==> config.mk <==
export PLATFORM = sky130hd
export DESIGN_NAME = io_uart_leds_mmio
export DESIGN_NICKNAME = d
export VERILOG_FILES = /design/src/rtl/io_uart_leds_mmio.sv
export SDC_FILE = /design/constraint.sdc
export NUM_CORES = 1
export LEC_CHECK = 0
export CAP_MARGIN = 0
export CELL_PAD_IN_SITES_DETAIL_PLACEMENT = 1
export CELL_PAD_IN_SITES_GLOBAL_PLACEMENT = 2
export CORE_ASPECT_RATIO = 1.75
export CORE_MARGIN = 1
export CORE_UTILIZATION = 42
export CTS_CLUSTER_DIAMETER = 30
export CTS_CLUSTER_SIZE = 16
export DETAILED_ROUTE_END_ITERATION = 8
export GPL_TIMING_DRIVEN = 1
export PLACE_DENSITY = 0.91
export SYNTH_ARGS = -nofsm -noshare
export SYNTH_HDL_FRONTEND = slang
export SYNTH_SLANG_ARGS = --single-unit
==> constraint.sdc <==
create_clock -name i_clk -period 8.9 [get_ports i_clk]
set_input_delay 1.78 -clock i_clk [delete_from_list [all_inputs] [get_ports i_clk]]
set_output_delay 1.78 -clock i_clk [all_outputs]
set_load 0.01 [all_outputs]
==> src/rtl/io_uart_leds_mmio.sv <==
// rtl/io_uart_leds_mmio.sv - memory-mapped LED register and FIFO-buffered 8N1 UART transmitter
module io_uart_leds_mmio #(
    parameter int CLK_FREQ_HZ = 50_000_000,
    parameter int BAUD_RATE   = 1_000_000,
    parameter int FIFO_DEPTH  = 16,
    parameter int LEDS        = 8,
    parameter int LEDS_BIT    = 0,
    parameter int DAT_BIT     = 1,
    parameter int CNTL_BIT    = 2
) (
    input  logic            i_clk,
    input  logic            i_nrst,
    input  logic [31:0]     i_IO_MEM_addr,
    input  logic [31:0]     i_IO_MEM_wdata,
    input  logic            i_IO_MEM_wr,
    output logic [31:0]     o_IO_MEM_rdata,
    output logic [LEDS-1:0] o_leds,
    output logic            o_uart_tx
);

    localparam int CLKS_PER_BIT = CLK_FREQ_HZ / BAUD_RATE;
    localparam int CCW          = $clog2(CLKS_PER_BIT);
    localparam logic [CCW-1:0] CLK_LAST = CCW'(CLKS_PER_BIT - 1);
    localparam int PW           = $clog2(FIFO_DEPTH);
    localparam logic [PW:0] DEPTH = (PW + 1)'(FIFO_DEPTH);

    typedef enum logic [1:0] {IDLE, START, DATA, STOP} tx_state_t;

    // Register selects come straight from the word address (byte address bits shifted by 2).
    logic sel_leds, sel_dat, sel_cntl;
    assign sel_leds = i_IO_MEM_addr[LEDS_BIT + 2];
    assign sel_dat  = i_IO_MEM_addr[DAT_BIT + 2];
    assign sel_cntl = i_IO_MEM_addr[CNTL_BIT + 2];

    logic unused_ok;
    assign unused_ok = ^{i_IO_MEM_addr, i_IO_MEM_wdata};

    logic [7:0]    mem [FIFO_DEPTH];
    logic [PW-1:0] wr_ptr, rd_ptr;
    logic [PW:0]   count;
    logic          overflow;
    logic          push_req, push_ok, pop;

    tx_state_t     state, state_n;
    logic [CCW-1:0] clk_cnt, clk_cnt_n;
    logic [2:0]    bit_idx, bit_idx_n;
    logic [7:0]    shifter, shifter_n;
    logic          tx_n;

    // A full FIFO still accepts a push when the transmitter pops in the same cycle.
    assign push_req = i_IO_MEM_wr & sel_dat;
    assign push_ok  = push_req & ((count != DEPTH) | pop);

    // LED register, FIFO pointers/occupancy and sticky overflow flag.
    always_ff @(posedge i_clk or negedge i_nrst) begin
        if (!i_nrst) begin
            o_leds   <= '0;
            wr_ptr   <= '0;
            rd_ptr   <= '0;
            count    <= '0;
            overflow <= 1'b0;
        end else begin
            if (i_IO_MEM_wr && sel_leds)
                o_leds <= i_IO_MEM_wdata[LEDS-1:0];
            if (push_ok)
                wr_ptr <= wr_ptr + 1'b1;
            if (pop)
                rd_ptr <= rd_ptr + 1'b1;
            case ({push_ok, pop})
                2'b10:   count <= count + 1'b1;
                2'b01:   count <= count - 1'b1;
                default: count <= count;
            endcase
            // A dropped byte sets the flag even if software clears it in the same write.
            if (push_req && !push_ok)
                overflow <= 1'b1;
            else if (i_IO_MEM_wr && sel_cntl && i_IO_MEM_wdata[10])
                overflow <= 1'b0;
        end
    end

    // FIFO storage needs no reset; occupancy alone decides what is valid.
    always_ff @(posedge i_clk) begin
        if (push_ok)
            mem[wr_ptr] <= i_IO_MEM_wdata[7:0];
    end

    // Transmitter state register; the serial line is registered so it never glitches.
    always_ff @(posedge i_clk or negedge i_nrst) begin
        if (!i_nrst) begin
            state     <= IDLE;
            clk_cnt   <= '0;
            bit_idx   <= '0;
            shifter   <= '0;
            o_uart_tx <= 1'b1;
        end else begin
            state     <= state_n;
            clk_cnt   <= clk_cnt_n;
            bit_idx   <= bit_idx_n;
            shifter   <= shifter_n;
            o_uart_tx <= tx_n;
        end
    end

    // Frame sequencing: start bit, 8 data bits LSB first, stop bit, one idle cycle.
    always_comb begin
        state_n   = state;
        clk_cnt_n = clk_cnt;
        bit_idx_n = bit_idx;
        shifter_n = shifter;
        tx_n      = o_uart_tx;
        pop       = 1'b0;
        case (state)
            IDLE: begin
                if (count != '0) begin
                    pop       = 1'b1;
                    shifter_n = mem[rd_ptr];
                    clk_cnt_n = '0;
                    tx_n      = 1'b0;
                    state_n   = START;
                end
            end
            START: begin
                if (clk_cnt == CLK_LAST) begin
                    clk_cnt_n = '0;
                    bit_idx_n = '0;
                    tx_n      = shifter[0];
                    state_n   = DATA;
                end else begin
                    clk_cnt_n = clk_cnt + 1'b1;
                end
            end
            DATA: begin
                if (clk_cnt == CLK_LAST) begin
                    clk_cnt_n = '0;
                    if (bit_idx == 3'd7) begin
                        tx_n    = 1'b1;
                        state_n = STOP;
                    end else begin
                        bit_idx_n = bit_idx + 1'b1;
                        shifter_n = {1'b0, shifter[7:1]};
                        tx_n      = shifter[1];
                    end
                end else begin
                    clk_cnt_n = clk_cnt + 1'b1;
                end
            end
            STOP: begin
                if (clk_cnt == CLK_LAST) begin
                    clk_cnt_n = '0;
                    state_n   = IDLE;
                end else begin
                    clk_cnt_n = clk_cnt + 1'b1;
                end
            end
            default: state_n = IDLE;
        endcase
    end

    logic [31:0] leds_rd, status_rd;
    logic        busy, full;
    assign busy      = (state != IDLE) || (count != '0);
    assign full      = (count == DEPTH);
    assign leds_rd   = 32'(o_leds);
    assign status_rd = {21'b0, overflow, busy, full, 8'(count)};

    // Read data is the OR of every selected register; the data port reads as zero.
    always_comb begin
        o_IO_MEM_rdata = '0;
        if (sel_leds)
            o_IO_MEM_rdata = o_IO_MEM_rdata | leds_rd;
        if (sel_cntl)
            o_IO_MEM_rdata = o_IO_MEM_rdata | status_rd;
    end

endmodule
; After elaboration in Yosys (flattened, before gate mapping)
; Memory sizes are Yosys's and may differ from the RTL's.
; Cells that the tools add are included.
[totals]
ff_bits = 42
mem_bits_rw = 128
input_bits = 67
out_inout_bits = 41
word_cells = 86
memories = 1
[mem_list]
columns = memory, depth, word_bits, read_ports, rd_ports_with_merged_regs, write_ports, line_no
row1 = mem, 16, 8, 1, 0, 1, 38  ; logic [7:0] mem [FIFO_DEPTH];
[classes]
add_sub_neg = 6
n_eq_ne = 15
mux = 31
bitwise_logic = 4
reduce_logical = 19
[ops]
columns = op, n
row1 = $mux 32, 1
row2 = $mux 8, 4
row3 = $or 32x11->32, 1
row4 = $pmux 8 s2, 1
row5 = $mux 6, 2
row6 = $ne 2x2->1 const B, 6
row7 = $pmux 6 s2, 1
row8 = $reduce_and 4->1, 3
row9 = $mux 1, 10
row10 = $mux 2, 5
row11 = $pmux 5 s2, 1
row12 = $reduce_bool 2->1, 5
row13 = $mux 3, 3
row14 = $add 4x1->4 const B, 2
row15 = $pmux 2 s4, 1
row16 = $add 6x1->6 const B, 1
row17 = $eq 2x2->1 const B, 3
row18 = $eq 6x6->1 const B, 1
row19 = $pmux 3 s2, 1
row20 = $add 5x1->5 const B, 1
row21 = $eq 5x5->1 const B, 1
row22 = $ne 5x5->1 const B, 1
row23 = $reduce_and 5->1, 1
row24 = $reduce_bool 5->1, 1
row25 = other kinds (13), 18

; Depth between registers and ports, before layout
[logic_depth]
depth_word = 8
ltp_mapped = 14
depth_no_buf = 13

; Worst setup path before layout
; No wires, ideal clock.
[synth_timing]
path_kind = input to output
from = in i_IO_MEM_addr[2]
to = out o_IO_MEM_rdata[3]
t_arrival_ns = 2.204
required_ns = 7.120
path_slack_ns = 4.916
path_stages = 2
path_buffers = 1
path_cell_list = clkbuf_1 a22o_1
[synth_between]
elab_chain_len = 3
[synth_lines]
columns = element, line_no
row1 = from (decl), 13  ; input logic [31:0] i_IO_MEM_addr,
row2 = $mux 8 *, 170  ; if (sel_leds)
row3 = $or 32x11->32, 173  ; o_IO_MEM_rdata = o_IO_MEM_rdata | status_rd;
row4 = $mux 32 *, 172  ; if (sel_cntl)
row5 = to (decl), 16  ; output logic [31:0] o_IO_MEM_rdata,
; Every way passes the cells marked *; elsewhere a longest branch is shown, timed or not.

; Worst setup path in the final report
[layout_timing]
from = in i_IO_MEM_addr[4]
to = out o_IO_MEM_rdata[8]
[layout_between]
elab_chain_len = 1
[layout_lines]
columns = element, line_no
row1 = $mux 32, 172
; No other way between the ends.

==> flow_metrics.env <==
export IMPL_routed_via_count=4193
export IMPL_area_growth_pct=14.0
export IMPL_yosysUniqueCellTypes=55
export IMPL_worst_setup_hold_path_clk_slew_ns=0.07
export IMPL_htreeDepth=4
export IMPL_hpwl_mm=11.7
export IMPL_postCtsResizedCells=0
export IMPL_grt_first_pass_wirelength_mm=25.8
export IMPL_dominant_combinational_cell_family_by_area_after_synthesis="multiplexers"
export IMPL_final_ws_setup_ns=3.92
export IMPL_internal_power_mw=1.76
export IMPL_final_setup_vio_count=0
export IMPL_power_frac_clock_pct=29.1
export IMPL_slowest_delay_ns=0.64
export IMPL_clock_sinks=170
export IMPL_wl_met1_mm=5.82
export IMPL_timing_final_crit_share_pct=56.0
export IMPL_multiplexer_fraction_of_the_synthesized_cell_area_pct=11.6
export IMPL_power_per_cell_area_nw_per_um2=309
export IMPL_clock_tree_from_tritoncts="done"
export IMPL_drt_wirelength_per_cell_um=21.6
export IMPL_leakagePower_nw=3.11
export IMPL_max_cap_violations=0
export IMPL_netlist_instances=493
export IMPL_io_buffer_count=34
export IMPL_synth_compound_area_share_pct=6.61
export IMPL_p_comb_share_pct=30.2
export IMPL_detail_route_first_pass_iterations=4
export IMPL_timing_final_hold_violations=0
export IMPL_ir_worst_vdd_mv=0.155
export IMPL_met3_routed_wirelength_um=445
export IMPL_cpMostUsedCell="clkdlybuf4s50_1"
export IMPL_postCtsSetupRepairBufs=0
export IMPL_syn_warnings=0
export IMPL_number_of_pins_with_negative_max_slew_slack_in_the_final_report=0
export IMPL_crit_end_category="primary output"
export IMPL_highest_signal_layer="met4"
export IMPL_synth_area_per_cell_um2=15.1
export IMPL_globalRoute_totalOverflow=0
export IMPL_vias_in_the_first_global_route=4600
export IMPL_postRouteWirelength_mm=16.6
export IMPL_worst_r2r_cell_count=12
export IMPL_routabilityCongestion=0.767
export IMPL_outcome="complete, no violations"
export IMPL_remaining_drc_errors=0
export IMPL_root_buffer="clkbuf_16"
export IMPL_swShare_pct=33.3
export IMPL_grt_setup_unrepaired="no"
export IMPL_drt_initial_drc_count=167
export IMPL_synth_cell_area_um2=7460
export IMPL_core_region_area_um2=17500
export IMPL_critical_path_cell_chain="clkdlybuf4s50_1 -> nand2_1 -> nor2_1 -> clkdlybuf4s50_1"
export IMPL_layout_drive_gt1_share_pct=14.5
export IMPL_die_height_um=178
export IMPL_post_route_min_period_ns=4.98
export IMPL_met2WireLength_mm=9.62
export IMPL_place_ws_ns=3.92
export IMPL_postSynth_topFlopCell="edfxtp_1"
export IMPL_grt_antenna_before_repair=0
export IMPL_cts_hold_repair_buffers=0
export IMPL_post_drt_via_cell_ratio=5.46
export IMPL_worst_setup_path_start_kind="primary input"
export IMPL_post_synth_and_or_nand_nor_area_fraction_pct=7.33
export IMPL_die_width_um=103
export IMPL_grtUsageTotal_pct=19.9
export IMPL_ys_seq_elements=170
export IMPL_design_die_area_um2=18300
export IMPL_power_frac_seq_pct=40.6
export IMPL_min_path_cells=1
export IMPL_post_layout_total_power_mw=2.63
export IMPL_synth_xor_area_share_pct=1.53
export IMPL_timing_hold_ws_ns=0.504
export IMPL_holdCritPathClass="flop to flop"
export IMPL_seq_area_frac_synth_pct=65.6
export IMPL_maxSlewHeadroom_pct=31.3
export IMPL_skew_ns=0.0106
export IMPL_clock_insertion_delay_worst_skew_ns=0.43
export IMPL_power_switching_mw=0.877
export IMPL_final_cell_area_um2=8510
export IMPL_dpl_instance_area_um2=7880
export IMPL_synth_fa_ha_area_share_pct=2.85
export IMPL_floorplan_io_pins=108
export IMPL_number_of_flops_mapped_to_enable_cells_by_yosys=128
export IMPL_synth_async_reset_ratio_pct=24.7
export IMPL_antenna_cells=0
export IMPL_worst_setup_path_type="primary input to primary output"
export IMPL_clk_path_buf_depth=2
export IMPL_finalNetCount=608
export IMPL_grt_max_degree=43
export IMPL_worst_endpoint_arrival_ns=3.20
export IMPL_maxClockFrequency_mhz=201
export IMPL_ant_nets=0
export IMPL_cp_max_fo=8
export IMPL_required_ns=7.12
export IMPL_placement_rows=64
export IMPL_cts_made_buffers=17
export IMPL_post_route_setup_tns_ns=0
export IMPL_crit_slowest_cell="clkdlybuf4s50_1"
export IMPL_slew_at_the_pin_with_the_worst_max_slew_slack_ns=1.03
export IMPL_start_util_pct=42.8
kinds of logic after synthesis:
kind of cell | after synthesis
DFF | 170
buffers and inverters | 53
other | 1
adders and majority gates | 17
xor gates and xnor gates | 13
AOI/OAI and AO/OA | 75
muxes | 61
and+or+nand+nor | 103
synth_stat cells, types with 6 or more instances:
cell      number  share of area (%)
xnor2_1        6               0.70
buf_2          6               0.40
edfxtp_1     128                 52
ha_1          17                2.8
nand2_1       29                1.5
xor2_1         7               0.82
a31oi_1        6               0.50
o21ai_0       15                1.0
inv_1          8               0.40
mux2_2        11                1.7
a21oi_1       13               0.87
or3_1          6               0.50
clkbuf_1       9               0.45
and2_1        13                1.1
nor2_1        20                1.0
and3_1         9               0.75
dfrtp_1       41                 14
mux4_2        19                5.7
a22oi_1       14                1.4
buf_4         25                2.5
o22ai_1        7               0.59
mux2i_1       30                4.0
through the flow:
step | instances | utilization [%]
global route | 768 | 48.8
floorplan | 513 | -
CTS | 768 | 48.8
finish | 768 | 48.8
detailed placement | 736 | 45.1
global placement | 736 | 45.1
path summary, 6_finish.rpt:
kind,slack (ns),start,endpoint
setup reg to reg,5.71,count[1]$_DFFE_PN0P_,count[4]$_DFFE_PN0P_
hold / removal,0.50,overflow$_DFFE_PN0P_,overflow$_DFFE_PN0P_
hold reg to reg,0.50,overflow$_DFFE_PN0P_,overflow$_DFFE_PN0P_
max in group asynchronous,6.72,i_nrst,shifter[3]$_DFFE_PN0P_
min in group asynchronous,1.52,i_nrst,count[2]$_DFFE_PN0P_
setup / recovery,3.92,i_IO_MEM_addr[4],o_IO_MEM_rdata[8]
flip-flops by register name, indices dropped and copies added (netlist names), 2 cells and up:
| name | cells |
|---|---|
| count | 5 |
| o_leds | 8 |
| wr_ptr | 4 |
| rd_ptr | 4 |
| state | 2 |
| clk_cnt | 6 |
| shifter | 8 |
| bit_idx | 3 |
| mem | 128 |
layout make-up:
type	count	area (um^2)
fill	1759	8940
clock buffer	17	425
timing repair buffer	36	350
multi-input combinational	290	2310
sequential	170	4900
clock inverter	15	205
inverter	9	33.8
tap	231	289
layout by cell type (no fill, tap or decap), types with 13 or more instances in the layout:
master	instances
a21oi_1	13
a22oi_1	14
and2_1	13
clkbuf_16	17
clkdlybuf4s50_1	33
conb_1	21
dfrtp_1	41
edfxtp_1	128
ha_1	17
mux2i_1	30
mux4_2	19
nand2_1	29
nor2_1	20
o21ai_0	15
layer usage:
| metal | GRT usage, % | vias up |
|---|---|---|
| met5 | 0 | - |
| met1 | 19.9 | 2190 |
| li1 | - | 1880 |
| met4 | 9.92 | 0 |
| met2 | 37.8 | 90 |
| met3 | 3.88 | 33 |
worst max-delay path, delay by kind of cell:
kind,cells,cell delay (ns)
and+or+nand+nor,2,0.23
buffers and inverters,2,1.18
power by group through the flow:
stage	logic [mW]	clock network [mW]	registers, mW
final	0.796	0.768	1.07
after floorplan	0.642	0	1.03
after global routing	0.876	0.806	1.09
after CTS	0.810	0.783	1.07
after detailed placement	0.799	0	1.09
after global placement	0.759	0	1.07
Power figures use the tool's default switching activity.
